$ cat config.mk
export PLATFORM = sky130hd
export DESIGN_NAME = fifo_rr_arbiter_flat
export DESIGN_NICKNAME = d
export VERILOG_FILES = /design/src/rtl/fifo_rr_arbiter_pkg.sv /design/src/rtl/fifo_rr_arbiter_if.sv /design/src/rtl/fifo_rr_arbiter_rr_select.sv /design/src/rtl/fifo_rr_arbiter.sv /design/src/flat_wrapper.sv
export SDC_FILE = /design/constraint.sdc
export NUM_CORES = 1
export LEC_CHECK = 0
export ABC_CLOCK_PERIOD_IN_PS = 6000
export BUFFER_PORTS_ARGS = -buffer_cell sky130_fd_sc_hd__buf_2
export CORE_MARGIN = 2
export CORE_UTILIZATION = 45
export DETAILED_ROUTE_END_ITERATION = 10
export PLACE_DENSITY = 0.71
export SLEW_MARGIN = 20
export SYNTH_ARGS = -nofsm -noshare
export SYNTH_HDL_FRONTEND = slang
export SYNTH_SLANG_ARGS = --single-unit
$ cat constraint.sdc
create_clock -name clk -period 6 [get_ports clk]
set_input_delay 0.3 -clock clk [delete_from_list [all_inputs] [get_ports clk]]
set_output_delay 0.3 -clock clk [all_outputs]
set_load 0.05 [all_outputs]
$ cat src/rtl/fifo_rr_arbiter_pkg.sv
// fifo_rr_arbiter_pkg
//   Shared definitions for the round-robin FIFO arbiter: FSM state
//   encodings, the fixed source-FIFO count, the default word width and the
//   round-robin pointer helper.
package fifo_rr_arbiter_pkg;

  localparam int NUM_FIFOS         = 5;
  localparam int DATA_SIZE_DEFAULT = 12;
  localparam int PTR_W             = 3;

  typedef enum logic [1:0] {
    IDLE  = 2'd0,
    ARB   = 2'd1,
    STALL = 2'd2
  } state_t;

  // Pointer to the FIFO after grant g, wrapping from the last FIFO to 0.
  function automatic logic [PTR_W-1:0] next_ptr(input logic [PTR_W-1:0] g);
    return (g == PTR_W'(NUM_FIFOS - 1)) ? '0 : g + 1'b1;
  endfunction

endpackage

$ cat src/rtl/fifo_rr_arbiter_if.sv
// fifo_rr_arbiter_if
//   Bundles the source-FIFO, sink-FIFO and status signals of the arbiter.
//   empty/data_in      : per-source empty flags and show-ahead head words
//   out_almost_full    : sink cannot take another word
//   pop0..pop4         : pop strobes to the source FIFOs
//   push/data_out      : write strobe and word to the sink FIFO
//   idle               : no work pending
//   master = arbiter side, slave = FIFO/environment side.
interface fifo_rr_arbiter_if #(
  parameter int DATA_SIZE = fifo_rr_arbiter_pkg::DATA_SIZE_DEFAULT
);
  import fifo_rr_arbiter_pkg::*;

  logic [NUM_FIFOS-1:0]           empty;
  logic [NUM_FIFOS*DATA_SIZE-1:0] data_in;
  logic                           out_almost_full;
  logic                           pop0;
  logic                           pop1;
  logic                           pop2;
  logic                           pop3;
  logic                           pop4;
  logic                           push;
  logic [DATA_SIZE-1:0]           data_out;
  logic                           idle;

  modport master (
    input  empty, data_in, out_almost_full,
    output pop0, pop1, pop2, pop3, pop4, push, data_out, idle
  );

  modport slave (
    output empty, data_in, out_almost_full,
    input  pop0, pop1, pop2, pop3, pop4, push, data_out, idle
  );

endinterface

$ cat src/rtl/fifo_rr_arbiter_rr_select.sv
// rr_select
//   Combinational round-robin selector. Grants the first requester at or
//   after ptr_i, searching ptr_i, ptr_i+1, ... modulo NUM_FIFOS.
//   req_i : request vector (one bit per source FIFO)
//   ptr_i : round-robin start pointer
//   gnt_o : one-hot grant (all zero when nothing requests)
//   idx_o : index of the granted FIFO (0 when nothing requests)
module rr_select
  import fifo_rr_arbiter_pkg::*;
(
  input  logic [NUM_FIFOS-1:0] req_i,
  input  logic [PTR_W-1:0]     ptr_i,
  output logic [NUM_FIFOS-1:0] gnt_o,
  output logic [PTR_W-1:0]     idx_o
);

  logic             found;
  logic [PTR_W-1:0] pos;

  always_comb begin
    gnt_o = '0;
    idx_o = '0;
    found = 1'b0;
    pos   = '0;
    for (int unsigned k = 0; k < NUM_FIFOS; k++) begin
      pos = PTR_W'((32'(ptr_i) + k) % NUM_FIFOS);
      if (!found && req_i[pos]) begin
        found      = 1'b1;
        gnt_o[pos] = 1'b1;
        idx_o      = pos;
      end
    end
  end

endmodule

$ cat src/rtl/fifo_rr_arbiter.sv
// fifo_rr_arbiter
//   Moves words from five show-ahead source FIFOs into one sink FIFO,
//   one word per cycle, in round-robin order.
//   clk   : rising-edge clock
//   reset : synchronous, active-high
//   bus   : fifo_rr_arbiter_if master modport (empty, data_in,
//           out_almost_full in; pop0..pop4, push, data_out, idle out)
//   Pops are combinational from the registered state; the popped word is
//   registered into data_out and pushed exactly one cycle later.
module fifo_rr_arbiter #(
  parameter int DATA_SIZE = fifo_rr_arbiter_pkg::DATA_SIZE_DEFAULT,
  parameter int NUM_FIFOS = fifo_rr_arbiter_pkg::NUM_FIFOS
) (
  input logic                clk,
  input logic                reset,
  fifo_rr_arbiter_if.master  bus
);
  import fifo_rr_arbiter_pkg::PTR_W;
  import fifo_rr_arbiter_pkg::state_t;
  import fifo_rr_arbiter_pkg::IDLE;
  import fifo_rr_arbiter_pkg::ARB;
  import fifo_rr_arbiter_pkg::STALL;
  import fifo_rr_arbiter_pkg::next_ptr;

  state_t                              state_q, state_d;
  logic [PTR_W-1:0]                    rr_ptr_q, rr_ptr_d;
  logic                                push_q, push_d;
  logic [DATA_SIZE-1:0]                data_q, data_d;
  logic                                idle_q, idle_d;

  logic [NUM_FIFOS-1:0]                req, gnt, pop;
  logic [PTR_W-1:0]                    gnt_idx;
  logic                                any_req, all_empty, pop_en;
  logic [NUM_FIFOS-1:0][DATA_SIZE-1:0] words;

  assign req       = ~bus.empty;
  assign any_req   = |req;
  assign all_empty = &bus.empty;
  assign words     = bus.data_in;

  rr_select u_rr_select (
    .req_i (req),
    .ptr_i (rr_ptr_q),
    .gnt_o (gnt),
    .idx_o (gnt_idx)
  );

  always_comb begin
    state_d = state_q;
    case (state_q)
      IDLE: begin
        if (any_req) state_d = bus.out_almost_full ? STALL : ARB;
      end
      ARB: begin
        if (bus.out_almost_full) state_d = STALL;
        else if (!any_req)       state_d = IDLE;
      end
      STALL: begin
        if (!bus.out_almost_full) state_d = any_req ? ARB : IDLE;
      end
      default: state_d = IDLE;
    endcase
  end

  // The selector only grants requesters, so a granted FIFO is never empty.
  always_comb begin
    pop_en   = (state_q == ARB) && !bus.out_almost_full && any_req && !reset;
    pop      = pop_en ? gnt : '0;
    push_d   = pop_en;
    data_d   = pop_en ? words[gnt_idx] : data_q;
    rr_ptr_d = pop_en ? next_ptr(gnt_idx) : rr_ptr_q;
    idle_d   = (state_d == IDLE) && !pop_en && all_empty;
  end

  always_ff @(posedge clk) begin
    if (reset) begin
      state_q  <= IDLE;
      rr_ptr_q <= '0;
      push_q   <= 1'b0;
      data_q   <= '0;
      idle_q   <= 1'b1;
    end else begin
      state_q  <= state_d;
      rr_ptr_q <= rr_ptr_d;
      push_q   <= push_d;
      data_q   <= data_d;
      idle_q   <= idle_d;
    end
  end

  assign bus.pop0     = pop[0];
  assign bus.pop1     = pop[1];
  assign bus.pop2     = pop[2];
  assign bus.pop3     = pop[3];
  assign bus.pop4     = pop[4];
  assign bus.push     = push_q;
  assign bus.data_out = data_q;
  assign bus.idle     = idle_q;

endmodule

$ cat src/flat_wrapper.sv
// flat-port wrapper written by rule: the top's interface ports become plain ports
module fifo_rr_arbiter_flat import fifo_rr_arbiter_pkg::PTR_W; import fifo_rr_arbiter_pkg::state_t; import fifo_rr_arbiter_pkg::IDLE; import fifo_rr_arbiter_pkg::ARB; import fifo_rr_arbiter_pkg::STALL; import fifo_rr_arbiter_pkg::next_ptr;
#(
  parameter int DATA_SIZE = fifo_rr_arbiter_pkg::DATA_SIZE_DEFAULT,
  parameter int NUM_FIFOS = fifo_rr_arbiter_pkg::NUM_FIFOS
)
  (clk, reset, bus_empty, bus_data_in, bus_out_almost_full, bus_pop0, bus_pop1, bus_pop2, bus_pop3, bus_pop4, bus_push, bus_data_out, bus_idle);
  fifo_rr_arbiter_if #(.DATA_SIZE(DATA_SIZE)) bus_i ();
  input logic clk;
  input logic reset;
  input wire logic [$bits(bus_i.empty)-1:0] bus_empty;
  input wire logic [$bits(bus_i.data_in)-1:0] bus_data_in;
  input wire logic [$bits(bus_i.out_almost_full)-1:0] bus_out_almost_full;
  output wire logic [$bits(bus_i.pop0)-1:0] bus_pop0;
  output wire logic [$bits(bus_i.pop1)-1:0] bus_pop1;
  output wire logic [$bits(bus_i.pop2)-1:0] bus_pop2;
  output wire logic [$bits(bus_i.pop3)-1:0] bus_pop3;
  output wire logic [$bits(bus_i.pop4)-1:0] bus_pop4;
  output wire logic [$bits(bus_i.push)-1:0] bus_push;
  output wire logic [$bits(bus_i.data_out)-1:0] bus_data_out;
  output wire logic [$bits(bus_i.idle)-1:0] bus_idle;
  assign bus_i.empty = bus_empty;
  assign bus_i.data_in = bus_data_in;
  assign bus_i.out_almost_full = bus_out_almost_full;
  assign bus_pop0 = bus_i.pop0;
  assign bus_pop1 = bus_i.pop1;
  assign bus_pop2 = bus_i.pop2;
  assign bus_pop3 = bus_i.pop3;
  assign bus_pop4 = bus_i.pop4;
  assign bus_push = bus_i.push;
  assign bus_data_out = bus_i.data_out;
  assign bus_idle = bus_i.idle;
  fifo_rr_arbiter #(.DATA_SIZE(DATA_SIZE), .NUM_FIFOS(NUM_FIFOS)) u_core (.clk(clk), .reset(reset), .bus(bus_i));
endmodule
==> After elaboration in Yosys (flattened, before gate mapping) <==
Cells that the tools add are included.
{ "classes": {"add_sub_neg": 5, "div": 5, "n_lt_le_gt_ge": 11, "eq_ne": 3, "mux": 45, "bitwise": 5, "n_reduce_logical": 25} }
{ "op_table": {"columns": ["operator", "count"], "rows": [
  ["32-bit by 3-bit modulo with 32-bit output (second input constant)", 4],
  ["12-bit binary-select mux with 3-bit select", 1],
  ["3-bit by 3-bit modulo with 32-bit output (second input constant)", 1],
  ["5-bit 2-to-1 mux", 6],
  ["3-bit by 4-bit < comparator with 1-bit output (second input constant)", 6],
  ["5-bit OR", 4],
  ["3-bit 2-to-1 mux", 6],
  ["1-bit binary-select mux with 3-bit select", 5],
  ["1-bit demux with 3-bit select", 5],
  ["3-bit by 1-bit greater-or-equal comparator with 1-bit output (second input constant)", 5],
  ["1-bit 2-to-1 mux", 15],
  ["1-bit logical AND", 14],
  ["12-bit 2-to-1 mux", 1],
  ["2-bit 2-to-1 mux", 5],
  ["3-bit by 2-bit adder with 4-bit output (second input constant)", 2],
  ["1-bit zero test", 7],
  ["2-bit case mux with 3 select lines", 1],
  ["5-bit NOT", 1],
  ["5-bit AND reduction", 1],
  ["5-bit OR reduction", 1],
  ["3-bit by 1-bit adder with 4-bit output (second input constant)", 1],
  ["3-bit by 3-bit adder with 4-bit output (second input constant)", 1],
  ["2-bit zero test", 2],
  ["3-bit by 1-bit adder with 3-bit output (second input constant)", 1],
  ["other kinds (3)", 3]
]} }
{ "word_totals": {"register_bits": 19, "input_bits": 68, "out_inout_bits": 19, "word_cells": 104} }

==> Logic depth before layout (Yosys ltp) <==
Gate-level depths: netlist of the first run.
{ "depth": {"ltp_word": 18, "mapped_depth": 25, "depth_no_buf": 21} }

==> Hierarchy <==
From an unflattened synthesis of the first run, not the netlist that was laid out.
{ "unflattened": {"hier_cells": 354, "area_unflattened_um2": 3081.7} }
{ "modules_own_cells": {"columns": ["mod", "n_inst", "cells_per_inst", "area_per_inst_um2", "seq_area_each_um2"], "rows": [
  ["rr_select", 1, 239, 1761.7, 0.0],
  ["fifo_rr_arbiter", 1, 115, 1320.0, 380.4]
]} }

==> Worst setup path before layout of the first run <==
Ideal clock, no wire load.
{ "synth_path": {"kind": "register -> output", "from": "register u_core.rr_ptr_q[0]", "to": "output port bus_pop3", "t_arrival_ns": 5.112, "t_required_ns": 5.700, "path_slack_ns": 0.588, "stages_incl_launch_ff": 20, "cell_sequence": "dfxtp_1 inv_1 clkbuf_1 ha_1 buf_2 inv_1 buf_1 ha_1 inv_1 ha_1 nand2b_1 o211ai_1 a21oi_1 xnor2_1 a221oi_4 nor4bb_1 and3_1 buf_6 nand3_1 a31oi_1"} }
{ "synth_via": {"elab_chain_len": 17, "elab_cells_between_ends": 66} }
{ "synth_rtl": {"columns": ["item", "line", "source"], "rows": [
  ["from (decl)", "fifo_rr_arbiter.sv:26", "logic [PTR_W-1:0] rr_ptr_q, rr_ptr_d;"],
  ["from (signal assigned)", "fifo_rr_arbiter.sv:84", "rr_ptr_q <= rr_ptr_d;"],
  ["parallel branches: the longest is 15 deep, another holds 32-bit by 3-bit modulo with 32-bit output", null, null],
  ["5-bit 2-to-1 mux (*)", "fifo_rr_arbiter_rr_select.sv:27", "if (!found && req_i[pos]) begin"],
  ["5-bit 2-to-1 mux (*)", "fifo_rr_arbiter.sv:68", "pop = pop_en ? gnt : '0;"],
  ["to (decl)", "flat_wrapper.sv:17", "output wire logic [$bits(bus_i.pop3)-1:0] bus_pop3;"]
]} }
Every way passes the cells marked *. The select of a mux whose other input is x is not followed.

==> Final worst setup path of the first run <==
{ "layout_path": {"from": "register u_core.rr_ptr_q[1]", "to": "output port bus_pop4"} }
{ "layout_via": {"elab_chain_len": 17, "elab_cells_between_ends": 66} }
{ "layout_rtl": {"columns": ["item", "line", "source"], "rows": [
  ["parallel branches: the longest is 15 deep, another holds 32-bit by 3-bit modulo with 32-bit output", null, null],
  ["5-bit 2-to-1 mux (*)", "fifo_rr_arbiter_rr_select.sv:27", null],
  ["5-bit 2-to-1 mux (*)", "fifo_rr_arbiter.sv:68", null],
  ["to (decl)", "flat_wrapper.sv:18", "output wire logic [$bits(bus_i.pop4)-1:0] bus_pop4;"]
]} }
Marks and branches as above.

==> impl_metrics.tcl, run 1 <==
set metrics [dict create \
    status "finished clean" \
    yosys.cell_count.top_type "nor2_1" \
    synth_cell_types 74 \
    p_leak_nw 1.691 \
    syn_to_final_growth_pct 15.95 \
    drt_pass1_iterations 6 \
    yosys-top-cells-area "dfxtp_1 (12%), ha_1 (7.3%), mux2i_1 (6.5%), o211ai_1 (4.6%), nor2_1 (4.5%)" \
    synth_nets 522 \
    postLayoutCoreUtil 0.5470 \
    post-cts-setup-buffer-count 0 \
    fmaxAchievable_mhz 179.1 \
    core.rowCount 30 \
    drt_iter0_drc 274 \
    floorplan.initialDensity 0.4718 \
    gp_congestion 0.9873 \
    rsz0062_at_grt "no" \
    cts-root-buf "clkbuf_8" \
    post-route-drc-count 0 \
    setup_viol_count_final 0 \
    post-synth-top-area-cell "dfxtp_1" \
    ys_seq_area_frac 0.1174 \
    slew_headroom 0.3480 \
    hold_viol_final 0 \
    fin_crit_sh 0.9308 \
    grt_overflow 0 \
    most_frequent_cells_after_synthesis "nor2_1 (39), inv_1 (32), o21ai_0 (24)" \
    synth_area_um2 3241 \
    layout-drive-gt1-share 0.2435 \
    yosys_most_used_dff "dfxtp_1" \
    worst_setup_path_start_kind "register" \
    grtUsageMet1 0.3567 \
    chipHeight_um 88.86 \
    reg2regPathDepth 19 \
    critical_path.reg2reg.startpoint "u_core.rr_ptr_q[1]$_SDFFE_PP0P_" \
    cp_num_buf_inv 6 \
    nets 589 \
    totalWireLength_mm 10.45 \
    worst_ep_arrival_time_ns 5.28 \
    grtUsageMet2 0.4206 \
    cp_slowest_stage_delay_ns 0.56 \
    placedInstanceArea_um2 3711 \
    finalClockSkew_ns 0.003525 \
    dieWidth_um 88.86 \
    largest_net_degree_at_the_start_of_global_routing 33 \
    drv_slew 0 \
    gr-max-usage-layer "met2" \
    vias 3766 \
    routed_via_density 6.308 \
    worstMarginPinSlew_ns 0.9770 \
    insertion_delay_ns 0.26 \
    track_usage 0.2546 \
    max_cap_violations 0 \
    num_io_pins 87 \
    clock_sinks 19 \
    placement.io_buffers 86 \
    timing.hold.worst.start "bus_data_in[51]" \
    synth-seq-cells 19 \
    criticalPathCategory "reg -> out" \
    antenna_violations_before_repair 0 \
    place_ws_ns 0.5815 \
    holdCritPathClass "in -> reg" \
    hpwl_mm 8.114 \
    peakVddDrop_mv 0.1322 \
    mapped_cells 435 \
    via_count_of_the_first_global_routing_pass 3358 \
    tritoncts "done" \
    layout.cell_area.non_filler_um2 3757 \
    path_delay_family "simple AND/OR/NAND/NOR gates" \
    wl_per_cell_um 17.50 \
    yosysWarningCount 0 \
    die_area_um2 7896 \
    synth_area_per_cell_um2 7.450 \
    clock_tree.buffer_depth 2 \
    cts_bufs_inserted 3 \
    setup_tns_ns 0 \
    antenna_cells_inserted 0 \
    hold-path-endpoint "u_core.bus.data_out[3]$_SDFFE_PP0P_" \
    core-area_um2 6869 \
    worstPathRequired_ns 5.70 \
    crit_top_cell "ha_1" \
    holdBufCountCts 0 \
    period_needed_ns 5.585 \
    timing.rr.end "u_core.bus.data_out[7]$_SDFFE_PP0P_" \
    hold_depth 3 \
    critical_path.endpoint_type "primary output" \
    timing.final.ws_setup_ns 0.4153 \
    synth_async_sr_flop_share 0 \
    clk_pin_slew_worst_paths_ns 0.07 \
    number_of_enable_type_register_cells_in_the_synthesized_netlist 0 \
    synth_top_area_share 0.1174 \
    power-per-cell-area_nw_per_um2 197.1 \
    route.antenna.remaining_nets 0 \
    cp_slowest_cell "or4_1" \
    timing.reg2reg.setup_slack_ns 0.62 \
    groute.layer.met3.usage 0.03918 \
    fillerInstances 680 \
    clock_tree.htree_level_count 1 \
    path_max_fanout 16 \
    first_pass_grt_wire_length_mm 16.22 \
    crit_chain "inv_1 -> ha_1 -> clkinv_1 -> ha_1 -> inv_1 -> ha_1 -> inv_1 -> ha_1 -> nor2b_1 -> o21a_1 -> a211o_1 -> a211o_1 -> or4_1 -> nor4bb_2 -> buf_4 -> and3_1 -> a211o_1 -> and2_1 -> buf_2" \
]
-- report_power, final --
part / total (W) / internal (W) / switching [W]
registers: 0.000145 / 0.000136 / 0.00000852
logic: 0.000504 / 0.000186 / 0.000318
clock network: 0.0000917 / 0.0000473 / 0.0000444
-- timing repair --
item	in CTS	in global routing
endpoints found under the setup margin	0	1
endpoints found under the hold margin	0	0
resized for setup	0	1
-- layout by cell type (no fill, tap or decap), types with 4 or more instances in the layout --
| master | netlist | routed |
|---|---|---|
| buf_2 | 6 | 86 |
| nor2_1 | 39 | 39 |
| inv_1 | 32 | 32 |
| o21ai_0 | 24 | 24 |
| mux2i_1 | 21 | 21 |
| o211ai_1 | 20 | 20 |
| ha_1 | 19 | 19 |
| a21oi_1 | 18 | 18 |
| dfxtp_1 | 19 | 18 |
| nand2_1 | 14 | 14 |
| o211a_1 | 14 | 14 |
| nand4_1 | 14 | 14 |
| a32oi_1 | 12 | 12 |
| xnor2_1 | 10 | 10 |
| o211ai_2 | 10 | 10 |
| nand3_1 | 9 | 9 |
| buf_4 | 0 | 9 |
| nor3_1 | 8 | 8 |
| a211oi_1 | 7 | 7 |
| a211o_1 | 7 | 7 |
| nand2b_1 | 6 | 6 |
| or3_1 | 6 | 6 |
| and2_1 | 5 | 5 |
| and3_1 | 4 | 4 |
| nor4_1 | 4 | 4 |
| a31oi_1 | 4 | 4 |
-- layout make-up --
cell class                      instances  area (um2)  area share
Multi-Input combinational cell        348        2581      0.6870
Timing Repair Buffer                   95       498.0      0.1325
Sequential cell                        19       381.6      0.1016
Inverter                               35       131.4     0.03497
Tap cell                               96       120.1     0.03197
Clock buffer                            4       45.04     0.01199
-- worst min-delay path, cell delays in order --
cell and delay [ns]:
buf_2 0.07, a32oi_1 0.09, o211ai_2 0.06
-- layer usage --
layer	vias to the layer above	wire length (um)
met1	1787	4656
met2	144	4956
met3	19	715
li1	1816	-
met4	0	117
met5	-	0
-- kinds of logic (layout without fill, tap and decap cells) --
logic type / count (synthesis) / count (layout) / synth area share
compound gates: 168 / 168 / 0.4116
simple gates: 128 / 128 / 0.2116
buf+inv: 68 / 134 / 0.08803
mux: 22 / 22 / 0.06834
fa+ha+maj: 19 / 19 / 0.07336
flops: 19 / 19 / 0.1174
xor+xnor: 11 / 11 / 0.02973
-- metrics by stage --
| step | hold WS, ns | power [W] | std cells |
|---|---|---|---|
| after global routing | 0.3073 | 0.0007922 | 597 |
| final | 0.2939 | 0.0007407 | 597 |
| after detailed placement | 0.4748 | 0.0006390 | 593 |
| after CTS | 0.2959 | 0.0007295 | 597 |
| after floorplan | 0.4035 | 0.0005175 | 435 |
| after global placement | 0.4574 | 0.0006310 | 593 |
-- worst max path at each step --
stage	start	endpoint	slack [ns]	cells past startpoint
final	u_core.rr_ptr_q[1]$_SDFFE_PP0P_	bus_pop4	0.42	19
after global routing	u_core.rr_ptr_q[1]$_SDFFE_PP0P_	bus_pop4	0.09	19
after CTS	u_core.rr_ptr_q[1]$_SDFFE_PP0P_	bus_pop4	0.37	19
after detailed placement	u_core.rr_ptr_q[1]$_SDFFE_PP0P_	u_core.bus.data_out[7]$_SDFFE_PP0P_	0.58	19
after global placement	u_core.rr_ptr_q[1]$_SDFFE_PP0P_	u_core.bus.data_out[6]$_SDFFE_PP0P_	0.77	19
after floorplan	u_core.rr_ptr_q[0]$_SDFFE_PP0P_	bus_pop3	0.59	19
-- flip-flops by register name, summed over array words and instances, names as in the netlist --
| register | cells |
|---|---|
| u_core.bus.push | 1 |
| u_core.state_q | 2 |
| u_core.bus.idle | 1 |
| u_core.rr_ptr_q | 3 |
| u_core.bus.data_out | 12 |
No activity file was read; power rests on OpenSTA's default activity.
==> run 2, diff against run 1 <==
Settings changed: MAX_ROUTING_LAYER from default to met4.
==> impl_metrics.tcl, run 2 (synthesis gave the netlist of run 1 again) <==
set metrics [dict create \
    hold_viol_final 0 \
    placement.io_buffers 86 \
    gp_congestion 0.9537 \
    drt_pass1_iterations 6 \
    clk_pin_slew_worst_paths_ns 0.08 \
    post-route-drc-count 0 \
    core.rowCount 30 \
    placedInstanceArea_um2 3704 \
    insertion_delay_ns 0.26 \
    core-area_um2 6869 \
    via_count_of_the_first_global_routing_pass 3378 \
    path_max_fanout 16 \
    drt_iter0_drc 276 \
    cts_bufs_inserted 3 \
    largest_register_ff_count 12 \
    peakVddDrop_mv 0.1025 \
    fmaxAchievable_mhz 174.1 \
    setup_viol_count_final 0 \
    worst_setup_path_start_kind "register" \
    criticalPathCategory "reg -> out" \
    p_leak_nw 1.691 \
    crit_chain "inv_1 -> ha_1 -> inv_1 -> ha_1 -> or3_4 -> a211o_1 -> a211o_1 -> or4_1 -> nor4bb_2 -> buf_4 -> and3_1 -> a211o_2 -> and2_1 -> buf_2" \
    slew_headroom 0.3905 \
    holdCritPathClass "in -> reg" \
    worstMarginPinSlew_ns 0.9133 \
    track_usage 0.2609 \
    hpwl_mm 7.894 \
    layout-drive-gt1-share 0.2440 \
    layout.cell_area.non_filler_um2 3757 \
    postLayoutCoreUtil 0.5470 \
    cp_slowest_stage_delay_ns 0.63 \
    num_io_pins 87 \
    final_common_cell "buf_2" \
    cp_slowest_cell "ha_1" \
    clock_tree.htree_level_count 1 \
    drv_slew 0 \
    clock_sinks 19 \
    totalWireLength_mm 10.14 \
    critical_path.endpoint_type "primary output" \
    antenna_cells_inserted 0 \
    chipHeight_um 88.86 \
    wl_per_cell_um 17.01 \
    syn_to_final_growth_pct 15.95 \
    status "finished clean" \
    antenna_violations_before_repair 0 \
    route.antenna.remaining_nets 0 \
    die_area_um2 7896 \
    setup_tns_ns 0 \
    rsz0062_at_grt "no" \
    vias 3775 \
    fin_crit_sh 0.9573 \
    worstPathRequired_ns 5.70 \
    worst_ep_arrival_time_ns 5.44 \
    routed_via_density 6.334 \
    finalClockSkew_ns 0.004842 \
    grt_overflow 0 \
    clock_tree.buffer_depth 2 \
    power-per-cell-area_nw_per_um2 195.3 \
    layout_common_cells "buf_2 (86), nor2_1 (39), inv_1 (32), o21ai_0 (24), mux2i_1 (21)" \
    period_needed_ns 5.744 \
    tritoncts "done" \
    largest_net_degree_at_the_start_of_global_routing 33 \
    holdBufCountCts 0 \
    post-cts-setup-buffer-count 0 \
    cts-root-buf "clkbuf_8" \
    max_cap_violations 0 \
    first_pass_grt_wire_length_mm 16.20 \
    timing.reg2reg.setup_slack_ns 0.47 \
    dieWidth_um 88.86 \
    floorplan.initialDensity 0.4718 \
    nets 588 \
]
## run 2: cell types whose count changed in the layout (fill, tap and decap cells not counted)
| cell | change |
|---|---|
| a211o_1 | -1 |
| a211o_2 | +1 |
| buf_4 | -1 |
| dfxtp_1 | +1 |
| dfxtp_2 | -1 |
| xnor2_1 | -1 |
| xnor2_2 | +1 |
## run 2: worst paths after layout
path                                         endpoint  cells past startpoint                           startpoint
setup reg to reg  u_core.bus.data_out[5]$_SDFFE_PP0P_                     14      u_core.rr_ptr_q[1]$_SDFFE_PP0P_
setup / recovery                             bus_pop4                     14      u_core.rr_ptr_q[1]$_SDFFE_PP0P_
hold reg to reg   u_core.bus.data_out[4]$_SDFFE_PP0P_                      2  u_core.bus.data_out[4]$_SDFFE_PP0P_
hold / removal    u_core.bus.data_out[4]$_SDFFE_PP0P_                      3                      bus_data_in[52]
## run 2: critical path: cells and delay by family, from the launching register on
kind / cells / cell delay, ns
and+or+nand+nor: 5 / 1.61
AOI/OAI and AO/OA: 3 / 1.17
adders and majority gates: 2 / 0.91
buffers and inverters: 4 / 0.91
DFF: 1 / 0.57
## run 2: report_power, final
group | leakage (nW) | switching, W | internal [W]
clock | 0.0228 | 0.0000445 | 0.0000473
combinational | 1.51 | 0.000313 | 0.000185
sequential | 0.155 | 0.00000805 | 0.000136
## run 2: timing repair
action,CTS,global route
endpoints found under the setup margin,0,4
endpoints found under the hold margin,0,0
gates resized for setup,0,2
## run 2: final cells by class
class                           count  area [um2]
Timing Repair Buffer               94       490.5
Fill cell                         654        3112
Multi-Input combinational cell    348        2590
Clock buffer                        4       45.04
Tap cell                           96       120.1
Inverter                           35       131.4
Sequential cell                    19       380.4
## run 2: layer usage
metal | track usage | share of wire | vias to the layer above | routed length, um
met5 | - | 0 | - | 0
met4 | 0.04959 | 0.0098 | 0 | 99
met3 | 0.02705 | 0.068 | 14 | 688
met2 | 0.4030 | 0.47 | 164 | 4811
met1 | 0.3697 | 0.45 | 1782 | 4537
li1 | - | - | 1815 | -
## run 2: stage by stage
step                      power [W]  hold WS, ns  instances  setup slack [ns]
after CTS                 0.0007240       0.3024        596            0.2269
final                     0.0007340       0.2966        596            0.2561
after global placement    0.0006273       0.4521        592            0.5806
after global routing      0.0007845       0.3045        596          0.004000
after detailed placement  0.0006323       0.4699        592            0.4750
after floorplan           0.0005175       0.4035        435            0.5876
